### src/rtl/mem_lsu_pkg.sv
// Shared types and decode helpers for the MEM-stage load/store unit.
package lsu_pkg;

  typedef enum logic [3:0] {
    NONE = 4'd0,
    LB   = 4'd1,
    LH   = 4'd2,
    LW   = 4'd3,
    LBU  = 4'd4,
    LHU  = 4'd5,
    SB   = 4'd6,
    SH   = 4'd7,
    SW   = 4'd8
  } sl_type_e;

  typedef enum logic [1:0] {
    IDLE,
    REQ,
    WAIT,
    DONE
  } lsu_state_e;

  function automatic logic is_load(input sl_type_e t);
    return t inside {LB, LH, LW, LBU, LHU};
  endfunction

  function automatic logic is_store(input sl_type_e t);
    return t inside {SB, SH, SW};
  endfunction

  function automatic logic is_half(input sl_type_e t);
    return t inside {LH, LHU, SH};
  endfunction

  function automatic logic is_word(input sl_type_e t);
    return t inside {LW, SW};
  endfunction

  function automatic logic is_misaligned(input sl_type_e t, input logic [1:0] a);
    return (is_half(t) && a[0]) || (is_word(t) && (a != 2'b00));
  endfunction

  // Misaligned halves/words are snapped down to their natural boundary.
  function automatic logic [31:0] align_addr(input sl_type_e t, input logic [31:0] a);
    logic [31:0] r;
    r = a;
    if (is_half(t)) r[0] = 1'b0;
    if (is_word(t)) r[1:0] = 2'b00;
    return r;
  endfunction

endpackage

### src/rtl/mem_lsu_if.sv
// Data-bus request/grant/rvalid interface between the LSU (master) and memory (slave).
interface mem_lsu_if;

  logic        dbus_req_o;
  logic        dbus_we_o;
  logic [31:0] dbus_addr_o;
  logic [3:0]  dbus_be_o;
  logic [31:0] dbus_wdata_o;
  logic        dbus_gnt_i;
  logic        dbus_rvalid_i;
  logic [31:0] dbus_rdata_i;

  modport master (
    output dbus_req_o,
    output dbus_we_o,
    output dbus_addr_o,
    output dbus_be_o,
    output dbus_wdata_o,
    input  dbus_gnt_i,
    input  dbus_rvalid_i,
    input  dbus_rdata_i
  );

  modport slave (
    input  dbus_req_o,
    input  dbus_we_o,
    input  dbus_addr_o,
    input  dbus_be_o,
    input  dbus_wdata_o,
    output dbus_gnt_i,
    output dbus_rvalid_i,
    output dbus_rdata_i
  );

endinterface

### src/rtl/mem_lsu_load_ext.sv
// Load lane select and sign/zero extension of a raw bus word into a WB value.
module lsu_load_ext
  import lsu_pkg::*;
(
  input  sl_type_e    sl_type,
  input  logic [1:0]  byte_off,
  input  logic [31:0] rdata,
  output logic [31:0] data
);

  logic [7:0]  sel_byte;
  logic [15:0] sel_half;

  always_comb begin
    sel_byte = rdata[8*byte_off +: 8];
    sel_half = byte_off[1] ? rdata[31:16] : rdata[15:0];
    data     = rdata;
    case (sl_type)
      LB:      data = {{24{sel_byte[7]}}, sel_byte};
      LBU:     data = {24'b0, sel_byte};
      LH:      data = {{16{sel_half[15]}}, sel_half};
      LHU:     data = {16'b0, sel_half};
      default: data = rdata;
    endcase
  end

endmodule

### src/rtl/mem_lsu.sv
// MEM-stage load/store unit: one pipeline access -> one req/gnt/rvalid bus transaction.
// Optional LSU_MISALIGN_EXC_EN: misaligned accesses complete at once with misalign_o instead of issuing.
module mem_lsu
  import lsu_pkg::*;
#(
  parameter int WAIT_TIMEOUT = 255
) (
  input  logic        clk,
  input  logic        rst_n,
  input  logic        mem_valid_i,
  input  logic        dram_we_i,
  input  sl_type_e    sl_type_i,
  input  logic [31:0] addr_i,
  input  logic [31:0] wdata_i,
  output logic        stall_o,
  output logic        done_o,
  output logic [31:0] rdata_o,
  output logic        bus_err_o,
  output logic        misalign_o,
  mem_lsu_if.master   dbus
);

  localparam int            CW      = (WAIT_TIMEOUT > 1) ? $clog2(WAIT_TIMEOUT) : 1;
  localparam logic [CW-1:0] WD_LAST = CW'((WAIT_TIMEOUT > 0) ? WAIT_TIMEOUT - 1 : 0);
  localparam logic          WD_EN   = (WAIT_TIMEOUT > 0);

  lsu_state_e    state_q, state_d;
  sl_type_e      type_q;
  logic [31:0]   addr_q, wdata_q, rdata_q;
  logic [31:0]   load_data, lane_wdata;
  logic [3:0]    lane_be;
  logic [CW-1:0] wd_cnt_q;
  logic          err_q, access, wd_hit, q_is_load, in_req;
`ifdef LSU_MISALIGN_EXC_EN
  logic          mis_now, mis_q;
`endif

  assign access    = mem_valid_i && (dram_we_i ? is_store(sl_type_i) : is_load(sl_type_i));
  assign wd_hit    = WD_EN && (wd_cnt_q == WD_LAST);
  assign q_is_load = is_load(type_q);
  assign in_req    = (state_q == REQ);
`ifdef LSU_MISALIGN_EXC_EN
  assign mis_now   = is_misaligned(sl_type_i, addr_i[1:0]);
`endif

  lsu_load_ext u_load_ext (
    .sl_type  (type_q),
    .byte_off (addr_q[1:0]),
    .rdata    (dbus.dbus_rdata_i),
    .data     (load_data)
  );

  // Next state and the combinational stall; the response that completes a phase wins over the watchdog.
  always_comb begin
    state_d = state_q;
    stall_o = 1'b0;
    unique case (state_q)
      IDLE: begin
        if (access) begin
          stall_o = 1'b1;
`ifdef LSU_MISALIGN_EXC_EN
          state_d = mis_now ? DONE : REQ;
`else
          state_d = REQ;
`endif
        end
      end
      REQ: begin
        stall_o = 1'b1;
        if (dbus.dbus_gnt_i) begin
          if (!q_is_load || dbus.dbus_rvalid_i) state_d = DONE;
          else                                  state_d = WAIT;
        end else if (wd_hit) begin
          state_d = DONE;
        end
      end
      WAIT: begin
        stall_o = 1'b1;
        if (dbus.dbus_rvalid_i || wd_hit) state_d = DONE;
      end
      DONE: state_d = IDLE;
    endcase
  end

  always_ff @(posedge clk) begin
    if (!rst_n) begin
      state_q  <= IDLE;
      type_q   <= NONE;
      addr_q   <= '0;
      wdata_q  <= '0;
      rdata_q  <= '0;
      wd_cnt_q <= '0;
      err_q    <= 1'b0;
`ifdef LSU_MISALIGN_EXC_EN
      mis_q    <= 1'b0;
`endif
    end else begin
      state_q <= state_d;
      unique case (state_q)
        IDLE: begin
          if (access) begin
            type_q   <= sl_type_i;
            addr_q   <= align_addr(sl_type_i, addr_i);
            wdata_q  <= wdata_i;
            rdata_q  <= '0;
            wd_cnt_q <= '0;
            err_q    <= 1'b0;
`ifdef LSU_MISALIGN_EXC_EN
            mis_q    <= mis_now;
`endif
          end
        end
        REQ: begin
          if (dbus.dbus_gnt_i) begin
            wd_cnt_q <= '0;
            if (q_is_load && dbus.dbus_rvalid_i) rdata_q <= load_data;
          end else if (wd_hit) begin
            err_q <= 1'b1;
          end else begin
            wd_cnt_q <= wd_cnt_q + 1'b1;
          end
        end
        WAIT: begin
          if (dbus.dbus_rvalid_i) rdata_q  <= load_data;
          else if (wd_hit)        err_q    <= 1'b1;
          else                    wd_cnt_q <= wd_cnt_q + 1'b1;
        end
        DONE: begin
          err_q <= 1'b0;
`ifdef LSU_MISALIGN_EXC_EN
          mis_q <= 1'b0;
`endif
        end
      endcase
    end
  end

  // Store lane steering: data is replicated across lanes, byte enables pick the active one(s).
  always_comb begin
    lane_be    = 4'b0001 << addr_q[1:0];
    lane_wdata = {4{wdata_q[7:0]}};
    if (is_word(type_q)) begin
      lane_be    = 4'b1111;
      lane_wdata = wdata_q;
    end else if (is_half(type_q)) begin
      lane_be    = addr_q[1] ? 4'b1100 : 4'b0011;
      lane_wdata = {2{wdata_q[15:0]}};
    end
  end

  assign dbus.dbus_req_o   = in_req;
  assign dbus.dbus_we_o    = in_req && !q_is_load;
  assign dbus.dbus_addr_o  = in_req ? {addr_q[31:2], 2'b00} : 32'b0;
  assign dbus.dbus_be_o    = in_req ? lane_be : 4'b0000;
  assign dbus.dbus_wdata_o = (in_req && !q_is_load) ? lane_wdata : 32'b0;

  assign done_o    = (state_q == DONE);
  assign bus_err_o = done_o && err_q;
  assign rdata_o   = rdata_q;
`ifdef LSU_MISALIGN_EXC_EN
  assign misalign_o = done_o && mis_q;
`else
  assign misalign_o = 1'b0;
`endif

endmodule

### src/flat_wrapper.sv
// flat-port wrapper written by rule: the top's interface ports become plain ports
module mem_lsu_flat import lsu_pkg::*;
#(
  parameter int WAIT_TIMEOUT = 255
)
  (clk, rst_n, mem_valid_i, dram_we_i, sl_type_i, addr_i, wdata_i, stall_o, done_o, rdata_o, bus_err_o, misalign_o, dbus_dbus_req_o, dbus_dbus_we_o, dbus_dbus_addr_o, dbus_dbus_be_o, dbus_dbus_wdata_o, dbus_dbus_gnt_i, dbus_dbus_rvalid_i, dbus_dbus_rdata_i);
  mem_lsu_if dbus_i ();
  input  logic clk;
  input  logic rst_n;
  input  logic mem_valid_i;
  input  logic dram_we_i;
  input  sl_type_e sl_type_i;
  input  logic [31:0] addr_i;
  input  logic [31:0] wdata_i;
  output logic stall_o;
  output logic done_o;
  output logic [31:0] rdata_o;
  output logic bus_err_o;
  output logic misalign_o;
  output wire logic [$bits(dbus_i.dbus_req_o)-1:0] dbus_dbus_req_o;
  output wire logic [$bits(dbus_i.dbus_we_o)-1:0] dbus_dbus_we_o;
  output wire logic [$bits(dbus_i.dbus_addr_o)-1:0] dbus_dbus_addr_o;
  output wire logic [$bits(dbus_i.dbus_be_o)-1:0] dbus_dbus_be_o;
  output wire logic [$bits(dbus_i.dbus_wdata_o)-1:0] dbus_dbus_wdata_o;
  input wire logic [$bits(dbus_i.dbus_gnt_i)-1:0] dbus_dbus_gnt_i;
  input wire logic [$bits(dbus_i.dbus_rvalid_i)-1:0] dbus_dbus_rvalid_i;
  input wire logic [$bits(dbus_i.dbus_rdata_i)-1:0] dbus_dbus_rdata_i;
  assign dbus_dbus_req_o = dbus_i.dbus_req_o;
  assign dbus_dbus_we_o = dbus_i.dbus_we_o;
  assign dbus_dbus_addr_o = dbus_i.dbus_addr_o;
  assign dbus_dbus_be_o = dbus_i.dbus_be_o;
  assign dbus_dbus_wdata_o = dbus_i.dbus_wdata_o;
  assign dbus_i.dbus_gnt_i = dbus_dbus_gnt_i;
  assign dbus_i.dbus_rvalid_i = dbus_dbus_rvalid_i;
  assign dbus_i.dbus_rdata_i = dbus_dbus_rdata_i;
  mem_lsu #(.WAIT_TIMEOUT(WAIT_TIMEOUT)) u_core (.clk(clk), .rst_n(rst_n), .mem_valid_i(mem_valid_i), .dram_we_i(dram_we_i), .sl_type_i(sl_type_i), .addr_i(addr_i), .wdata_i(wdata_i), .stall_o(stall_o), .done_o(done_o), .rdata_o(rdata_o), .bus_err_o(bus_err_o), .misalign_o(misalign_o), .dbus(dbus_i));
endmodule
### config.mk
export PLATFORM = sky130hd
export DESIGN_NAME = mem_lsu_flat
export DESIGN_NICKNAME = d
export VERILOG_FILES = /design/src/rtl/mem_lsu_pkg.sv /design/src/rtl/mem_lsu_if.sv /design/src/rtl/mem_lsu_load_ext.sv /design/src/rtl/mem_lsu.sv /design/src/flat_wrapper.sv
export SDC_FILE = /design/constraint.sdc
export NUM_CORES = 1
export LEC_CHECK = 0
export BUFFER_PORTS_ARGS = -buffer_cell sky130_fd_sc_hd__buf_2
export CORE_ASPECT_RATIO = 0.8
export CORE_MARGIN = 2
export CORE_UTILIZATION = 51
export DETAILED_ROUTE_END_ITERATION = 10
export GPL_ROUTABILITY_DRIVEN = 0
export GPL_TIMING_DRIVEN = 0
export HOLD_SLACK_MARGIN = 0.15
export PLACE_DENSITY = 0.92
export SLEW_MARGIN = 20
export SYNTH_ARGS = -nofsm -noshare
export SYNTH_HDL_FRONTEND = slang
export SYNTH_SLANG_ARGS = --single-unit
### constraint.sdc
create_clock -name clk -period 2.5 [get_ports clk]
set_input_delay 0.5 -clock clk [delete_from_list [all_inputs] [get_ports clk]]
set_output_delay 0.5 -clock clk [all_outputs]
set_load 0.01 [all_outputs]
---- Word level (Yosys, flattened, before mapping) ----
Index checks and enable logic that the tools add are counted.
cells by class
  $add $sub $neg .......................... 1
  shift operators ......................... 2
  multiplexer cells ....................... 36
  equality and inequality tests ........... 27
  reductions and logical operators ........ 22
operators by type and width
  kind                                                                    number
  32-bit 2-to-1 mux                                                       8
  32-bit one-hot mux with 4 select lines                                  1
  32-bit one-hot mux with 3 select lines                                  1
  8-bit 2-to-1 mux                                                        4
  32-bit by 6-bit variable part select with 8-bit output                  1
  4-bit by 3-bit equality test with 1-bit output (second input constant)  7
  8-bit one-hot mux with 3 select lines                                   1
  4-bit by 2-bit equality test with 1-bit output (second input constant)  4
  16-bit 2-to-1 mux                                                       1
  4-bit 2-to-1 mux                                                        4
  3-bit nonzero test                                                      4
  2-bit 2-to-1 mux                                                        5
  2-bit != test (second input constant)                                   5
  5-bit nonzero test                                                      2
  3-bit AND reduction                                                     3
  8-bit by 1-bit adder with 8-bit output (second input constant)          1
  4-bit by 1-bit equality test with 1-bit output (second input constant)  2
  4-bit equality test (second input constant)                             2
  8-bit equality test (second input constant)                             1
  1-bit 2-to-1 mux                                                        8
  2-bit one-hot mux with 4 select lines                                   1
  5-bit AND reduction                                                     1
  2-bit equality test (second input constant)                             2
  1-bit logical AND                                                       4
  12 further kinds                                                        15
storage, ports and cells
  output and inout port bits .............. 106
  bits in registers ....................... 111
  word-level logic and storage cells ...... 95
  input bits .............................. 106

---- Longest topological paths before layout ----
Gate-level depths: netlist of run 1.
  depth after elaboration ................. 7
  depth in mapped cells ................... 9
  mapped depth without buffers ............ 7

---- Hierarchy ----
From an unflattened synthesis of run 1, not the netlist that was laid out.
unflattened totals
  cell total of the unflattened synthesis .. 791
  area, all modules ....................... 6307.3 µm²
by module, submodules not included
  module        cells an instance  instances  sequential area each (µm²)  area an instance (µm²)
  mem_lsu       699                1          2222.1                      5614.1
  lsu_load_ext  92                 1          0.0                         693.2

---- Worst setup path after synthesis of run 1 ----
No wires, ideal clock.
  path kind ............................... flip-flop to output port
  start ................................... register u_core.type_q[3]
  end ..................................... output port dbus_dbus_wdata_o[24]
  stages on the path, launching flop included .. 7
  arrival time ............................ 1.891 ns
  buffers on the path ..................... 3
  setup slack ............................. 0.109 ns
  data required time ...................... 2.000 ns
  path through ............................ dfxtp_1 > buf_2 > or3b_2 > a21o_1 > clkbuf_1 > buf_1 > a211oi_1
between the ends
  longest elaborated chain between the ends .. 5
  elaborated cells on any way between the ends .. 15
  those cells by class .................... eq/ne: 7; mux: 3; reduce/logical: 5
RTL lines
  item                                                                          line                                  source
  from (decl)                                                                   mem_lsu.sv:28                         sl_type_e type_q;
  from (signal assigned)                                                        mem_lsu.sv:102                        type_q <= sl_type_i;
  4-bit by 2-bit equality test with 1-bit output, or another cell as far along  mem_lsu_pkg.sv:24, mem_lsu_pkg.sv:32
  3-bit nonzero test / 5-bit nonzero test (equally long branches)               mem_lsu_pkg.sv:32, mem_lsu_pkg.sv:24
  32-bit 2-to-1 mux / 1-bit logical NOT (equally long branches)                 mem_lsu.sv:145, mem_lsu.sv:155
  32-bit 2-to-1 mux / 1-bit logical AND (equally long branches)                 mem_lsu.sv:142, mem_lsu.sv:155
  32-bit 2-to-1 mux (*)                                                         mem_lsu.sv:155                        assign dbus.dbus_wdata_o = (in_req && !q_is_load) ? lane_wdata : 32'b0;
  to (decl)                                                                     flat_wrapper.sv:24                    output wire logic [$bits(dbus_i.dbus_wdata_o)-1:0] dbus_dbus_wdata_o;
Mark *: on every way between the ends. The rest lies on a longest branch, timed or not.

---- Worst setup path in the final report of run 1 ----
  start ................................... register u_core.type_q[2]
  end ..................................... output port dbus_dbus_wdata_o[27]
The elaborated chain is that of the path after synthesis.

==> run metrics, run 1 <==
status complete, but fails checks; violated checks negative setup slack; number of slew-limit violations in the final report 0; fin crit share 106%; routed len/inst 17.9 µm; count of TritonRoute iterations in the first routing pass 5; Most used DFF post-synth sky130_fd_sc_hd__dfxtp_1; clk_skew around 0.0076 ns; clock edge transition at the registers on the reported setup and hold paths around 0.07 ns; maximum fanout along the worst path 5; slew at the pin with the worst max-slew slack 0.814 ns; Final Hold Viols 0; Post-DP Area 7270 µm²; met3 GRT Util 7.40%; filler cell count in the final layout 906; starting utilization of the core area 52.5%; hold-critical path depth 3; Cells after DPL 1106; starting DRC count in detailed routing approximately 610; GRT Overall Usage 29.7%; IO Pins about 210; remaining global-route overflow 0; number of nets still failing antenna checks after routing 0; area added between synthesis and finish 33.0%; clk sink count between 100 and 150; fmax ~0.38 GHz; CTS tree yes; count of different cell masters after synthesis 58; maximum count of clock buffers along a single path 2; average cell area after synthesis 8.07 µm²; Die Area ~13000 µm²; Routed WL 20.3 mm; WP data required 2.00 ns; Inserted Diodes 0; Post-synth ARST share 0%; critical path type reg2out; post-synthesis register bit count 111; highest-count cells in the layout ignoring fill and taps sky130_fd_sc_hd__buf_2, sky130_fd_sc_hd__nand2_1, sky130_fd_sc_hd__dfxtp_1, sky130_fd_sc_hd__a21boi_0, sky130_fd_sc_hd__nand3_1; netlist area before placement 6040 µm²; crit path to dbus_dbus_wdata_o[27]; met2 usage in global routing 48.9%; data arrival time of the critical path 2.14 ns; maximum number of pins on one net before global-route repair 19; level count of the clock H-tree 3; vias in the first global route around 6000; worst setup path startpoint u_core.type_q[2]; number of flops mapped to enable cells by yosys 0; slew margin rel. 45.4%; Final Critical Period 2.64 ns; half-perimeter wire length after detailed placement around 14 mm; Final Non-Filler Cells 1138; RSZ-0062 raised after global routing true; type of the tightest min-delay check in2reg; routed vias 6644; antenna violations before repair 0; summed area of non-filler cells in the final layout 8030 µm²; global-route wire length before repair between 30 and 40 mm; clock insertion delay at the later pin of the skew report 0.35 ns; sequential element share of the synthesized area 36.8%; number of setup violations in the final report 20; area inside the core boundary roughly 12000 µm²; most common cell after layout, fill and taps aside sky130_fd_sc_hd__buf_2; highest-utilization routing layer at the global route stage met2; Die X 126 µm; worst flop-to-flop path startpoint u_core.type_q[2]; share of post-route cells with drive strength above 1 35.2%; worst-case hold slack slightly below 0.4 ns; startpoint type of the worst setup path flop; cell at the root of the clock tree sky130_fd_sc_hd__clkbuf_16; leakage component of the power 3.44 nW; FF-to-FF path depth 9; height of the die between 100 and 150 µm; internal reg-to-reg setup slack 0.12 ns; hold bufs inserted after CTS 0; grt met1 use 38.5%; Num CTS Buffers 9; detailed-route DRC error count 0; count of standard-cell rows 35; count of mapped cells out of synthesis around 750; # nets final 1099; Peak supply drop 518 µV; Critical Path End Type output pin; total power divided by cell area 610 nW/µm²; Worst Slack Setup Final -0.145 ns; quantity of I/O buffers inserted on ports approximately 210; post-route setup TNS -1.06 ns; Max Cap Viol 0; number of vias per cell 5.84; Synth warnings 0; endpoint of the worst-slack reg-to-reg timing path u_core.rdata_o[28]
## layout make-up
type,instances,area (µm²),area share [%]
Clock inverter,6,116,1.45
Tap cell,148,185,2.30
Timing Repair Buffer,226,1200,14.9
Multi-Input combinational cell,566,3700,46.0
Inverter,8,30.0,0.374
Sequential cell,111,2230,27.7
Buffer,64,355,4.42
Clock buffer,9,225,2.80
## power breakdown
group	internal (mW)	switching, mW
Clock	0.984	0.666
Sequential	1.86	0.0718
Combinational	0.488	0.827
Total	3.34	1.57
## metrics by stage
| step | util, % | setup WS, ns | total power [mW] |
|---|---|---|---|
| after floorplan | - | 0.109 | 2.69 |
| after global placement | 63.1 | -0.461 | 3.09 |
| after detailed placement | 63.1 | -0.461 | 3.12 |
| after CTS | 68.6 | -0.0731 | 4.82 |
| after global routing | 69.8 | -0.189 | 5.10 |
| final | 69.8 | -0.145 | 4.90 |
## registers in the layout (all words and copies together) (netlist names)
signal and flops:
u_core.addr_q 32, u_core.rdata_o 32, u_core.wdata_q 32, u_core.wd_cnt_q 8
u_core.type_q 4, u_core.state_q 2, u_core.err_q 1
## worst max-delay path, cell delays in order (launching register included)
cell and delay [ns]:
sky130_fd_sc_hd__dfxtp_2 0.34, sky130_fd_sc_hd__buf_6 0.12, sky130_fd_sc_hd__or3b_4 0.40, sky130_fd_sc_hd__a21oi_4 0.20
sky130_fd_sc_hd__buf_6 0.18, sky130_fd_sc_hd__mux2i_4 0.08, sky130_fd_sc_hd__a211oi_2 0.28, sky130_fd_sc_hd__buf_2 0.19
## repair_timing
action | 4_1_cts | 5_1_grt
cloned | 1 | 0
resized for setup | 53 | 44
setup endpoints to repair | 68 | 72
setup buffers | 14 | 4
pin swaps | 15 | 9
## worst min-delay path by stage
stage,slack [ns],endpoint,from
after CTS,0.39,u_core.addr_q[24],addr_i[24]
after global routing,0.40,u_core.wdata_q[12],wdata_i[12]
final,0.39,u_core.wdata_q[18],wdata_i[18]
after floorplan,0.44,u_core.addr_q[14],u_core.addr_q[14]
after detailed placement,0.45,u_core.rdata_o[20],u_core.rdata_o[20]
after global placement,0.45,u_core.addr_q[25],u_core.addr_q[25]
## cells in the mapped netlist (4+ instances only)
master / n / area share (%)
sky130_fd_sc_hd__nor2_1: 35 / 2.2
sky130_fd_sc_hd__o21ai_0: 30 / 2.5
sky130_fd_sc_hd__inv_1: 8 / 0.50
sky130_fd_sc_hd__buf_1: 8 / 0.50
sky130_fd_sc_hd__o211ai_2: 10 / 2.1
sky130_fd_sc_hd__mux2_2: 15 / 2.8
sky130_fd_sc_hd__dfxtp_1: 111 / 37
sky130_fd_sc_hd__o211ai_1: 8 / 0.99
sky130_fd_sc_hd__mux2i_1: 19 / 3.1
sky130_fd_sc_hd__clkbuf_1: 40 / 2.5
sky130_fd_sc_hd__nand2_1: 158 / 9.8
sky130_fd_sc_hd__o221ai_1: 8 / 1.2
sky130_fd_sc_hd__and2_1: 35 / 3.6
sky130_fd_sc_hd__ha_1: 7 / 1.4
sky130_fd_sc_hd__buf_2: 12 / 0.99
sky130_fd_sc_hd__o21ai_1: 11 / 0.91
sky130_fd_sc_hd__a221oi_1: 7 / 1.0
sky130_fd_sc_hd__a211oi_1: 9 / 1.1
sky130_fd_sc_hd__o31ai_1: 7 / 0.87
sky130_fd_sc_hd__o221a_2: 8 / 1.5
sky130_fd_sc_hd__nor3_1: 6 / 0.50
sky130_fd_sc_hd__buf_4: 4 / 0.50
sky130_fd_sc_hd__a21boi_0: 70 / 8.7
sky130_fd_sc_hd__and3_1: 13 / 1.3
sky130_fd_sc_hd__nor2b_1: 11 / 1.1
sky130_fd_sc_hd__a21oi_1: 14 / 1.2
sky130_fd_sc_hd__nand3_1: 36 / 3.0
## routing by layer
metal	up-vias	wire length, µm	share of wire [%]
met5	-	0	0
met4	0	692	3.4
met3	75	2130	10
met2	416	9340	46
met1	3052	8170	40
li1	3101	-	-
## cell families (layout without fill, tap and decap cells)
| logic type | after synthesis | after routing | synth area share, % |
|---|---|---|---|
| mux | 35 | 35 | 6.32 |
| flops | 111 | 111 | 36.8 |
| fa+ha+maj | 7 | 7 | 1.45 |
| buf+inv | 74 | 313 | 5.34 |
| simple gates | 310 | 310 | 23.8 |
| xor+xnor | 2 | 2 | 0.290 |
| other cells | 1 | 3 | 0.0621 |
| compound gates | 209 | 209 | 25.9 |
Power figures use the tool's default switching activity.
==> inputs of run 2 (changes only) <==
--- a/config.mk
+++ b/config.mk
@@ -6,7 +6,7 @@
 export NUM_CORES = 1
 export LEC_CHECK = 0
 export BUFFER_PORTS_ARGS = -buffer_cell sky130_fd_sc_hd__buf_2
-export CORE_ASPECT_RATIO = 0.8
+export CORE_ASPECT_RATIO = 1.25
 export CORE_MARGIN = 2
 export CORE_UTILIZATION = 51
 export DETAILED_ROUTE_END_ITERATION = 10
==> run 2 against run 1 <==
The run still ends with negative setup slack left. Utilization shrank 1.0 points. Register-to-register slack is essentially flat. Sequential share of layout area grew 0.35 points. Sequential power is essentially flat. Power shrank 6.1%. Maximum frequency is essentially flat. Global-route usage shrank 0.51 points. Via count shrank 1.5%. Critical path type unchanged. Critical endpoint is now dbus_dbus_wdata_o[26].
==> run metrics, run 2 (synthesized netlist as in run 1, its figures left out) <==
data arrival time of the critical path 2.14 ns; GRT Overall Usage just under 30%; max incr delay on CP 0.38 ns; detailed-route DRC error count 0; count of TritonRoute iterations in the first routing pass 5; area inside the core boundary 11600 µm²; RSZ-0062 raised after global routing true; Max Cap Viol 0; cell-by-cell listing of the critical path buf_8, or3b_4, a21oi_4, buf_6, mux2i_2, a211oi_2, buf_2; number of nets still failing antenna checks after routing 0; Final Critical Period 2.64 ns; routed len/inst approximately 17 µm; vias in the first global route 6268; starting utilization of the core area a little over half; area used by sequential logic in the layout 2230 µm²; post-route setup TNS -1.24 ns; critical path type reg2out; maximum number of pins on one net before global-route repair 20; CTS tree yes; Finished Core Util 68.7%; antenna violations before repair 0; leakage component of the power 3.40 nW; Die X 101 µm; global-route wire length before repair 29.8 mm; WP data required 2.00 ns; quantity of I/O buffers inserted on ports 207; total power divided by cell area 579 nW/µm²; clock edge transition at the registers on the reported setup and hold paths 0.08 ns; # nets final 1102; fmax 0.378 GHz; Worst Slack Setup Final -0.142 ns; combined area of the multi-input logic cells 3650 µm²; clock insertion delay at the later pin of the skew report 0.36 ns; share of post-route cells with drive strength above 1 34.5%; Peak supply drop between 300 and 400 µV; hold bufs inserted after CTS 0; count of standard-cell rows between 40 and 50; maximum fanout along the worst path 5; Final Hold Viols 0; highest-count cells in the layout ignoring fill and taps sky130_fd_sc_hd__buf_2, sky130_fd_sc_hd__nand2_1, sky130_fd_sc_hd__dfxtp_1, sky130_fd_sc_hd__a21boi_0, sky130_fd_sc_hd__nand3_1; Routed WL 19.4 mm; type of the tightest min-delay check in2reg; Critical Path End Type output pin; filler cell count in the final layout between 900 and 1000; routed vias 6545; half-perimeter wire length after detailed placement 14.2 mm; starting DRC count in detailed routing 346; startpoint type of the worst setup path flop; IO Pins 212; fin crit share 106%; most common cell after layout, fill and taps aside sky130_fd_sc_hd__buf_2; violated checks negative setup slack; height of the die 126 µm; remaining global-route overflow 0; number of setup violations in the final report 19; Inserted Diodes 0; Num CTS Buffers 9; number of slew-limit violations in the final report 0; area added between synthesis and finish 31.5%; number of vias per cell 5.78; clk sink count 111; level count of the clock H-tree 3; cell type of the slowest stage on the worst timing path sky130_fd_sc_hd__or3b_4; CP bufs+invs 3; clk_skew 0.0128 ns; kind of cell adding the most delay to the critical path compound AO/OA/AOI/OAI gates; slew at the pin with the worst max-slew slack 0.863 ns; maximum count of clock buffers along a single path 2; cell at the root of the clock tree sky130_fd_sc_hd__clkbuf_16; slew margin rel. 42.2%; status complete, but fails checks; Die Area between 10000 and 15000 µm²
[run 2: cell count changes in the layout (fill, tap and decap cells not counted), sizes merged]
cell	change
clkinv	+1
bufinv	-3
inv	+1
clkinvlp	+2
clkbuf	+3
[run 2: where the power goes]
| group | switching (mW) | total, mW | internal, mW |
|---|---|---|---|
| clock network | 0.712 | 1.40 | 0.689 |
| logic | 0.792 | 1.27 | 0.479 |
| registers | 0.0683 | 1.93 | 1.86 |
| total | 1.57 | 4.60 | 3.03 |
[run 2: worst min-delay path, delay by kind of cell]
kind / cells / cell delay (ns)
simple gates: 1 / 0.04
buf+inv: 1 / 0.09
compound gates: 1 / 0.06
[run 2: final cells by class]
cell class | count | area share (%)
Buffer | 63 | 4.41
Clock buffer | 9 | 2.83
Clock inverter | 7 | 0.677
Inverter | 8 | 0.378
Multi-Input combinational cell | 566 | 46.0
Sequential cell | 111 | 28.1
Tap cell | 138 | 2.17
Timing Repair Buffer | 230 | 15.5
[run 2: final timing paths]
path	endpoint	from	cells past startpoint	slack, ns
setup reg to reg	u_core.rdata_o[21]	u_core.state_q[0]	9	0.13
hold reg to reg	u_core.rdata_o[24]	u_core.rdata_o[24]	2	0.46
hold / removal	u_core.wdata_q[19]	wdata_i[19]	3	0.39
setup / recovery	dbus_dbus_wdata_o[26]	u_core.type_q[2]	7	-0.14
[run 2: routing by layer]
metal  part of all wire, %  vias up  wire, µm  GRT usage, %
met4                   3.8        0       731          13.8
met2                    51      319      9910          52.2
li1                      -     3110         -             -
met1                    38     3053      7420          33.8
met3                   6.7       63      1290          3.61
met5                     0        -         0             0
[run 2: through the flow]
stage                     hold WS [ns]  cells  area, µm²  total power [mW]  setup WS, ns
after floorplan                  0.439    751       6050              2.69         0.109
after global placement           0.441   1096       7260              3.08        -0.429
after detailed placement         0.446   1096       7260              3.10        -0.429
after CTS                        0.385   1124       7840              4.55        -0.135
after global routing             0.402   1132       7950              4.79        -0.214
final                            0.387   1132       7950              4.60        -0.142
[run 2: timing repair]
item | 4_1_cts | 5_1_grt
gates resized for setup | 63 | 16
gates cloned | 1 | 0
setup buffers | 14 | 8
pin swaps | 21 | 16
setup endpoints to repair | 68 | 37
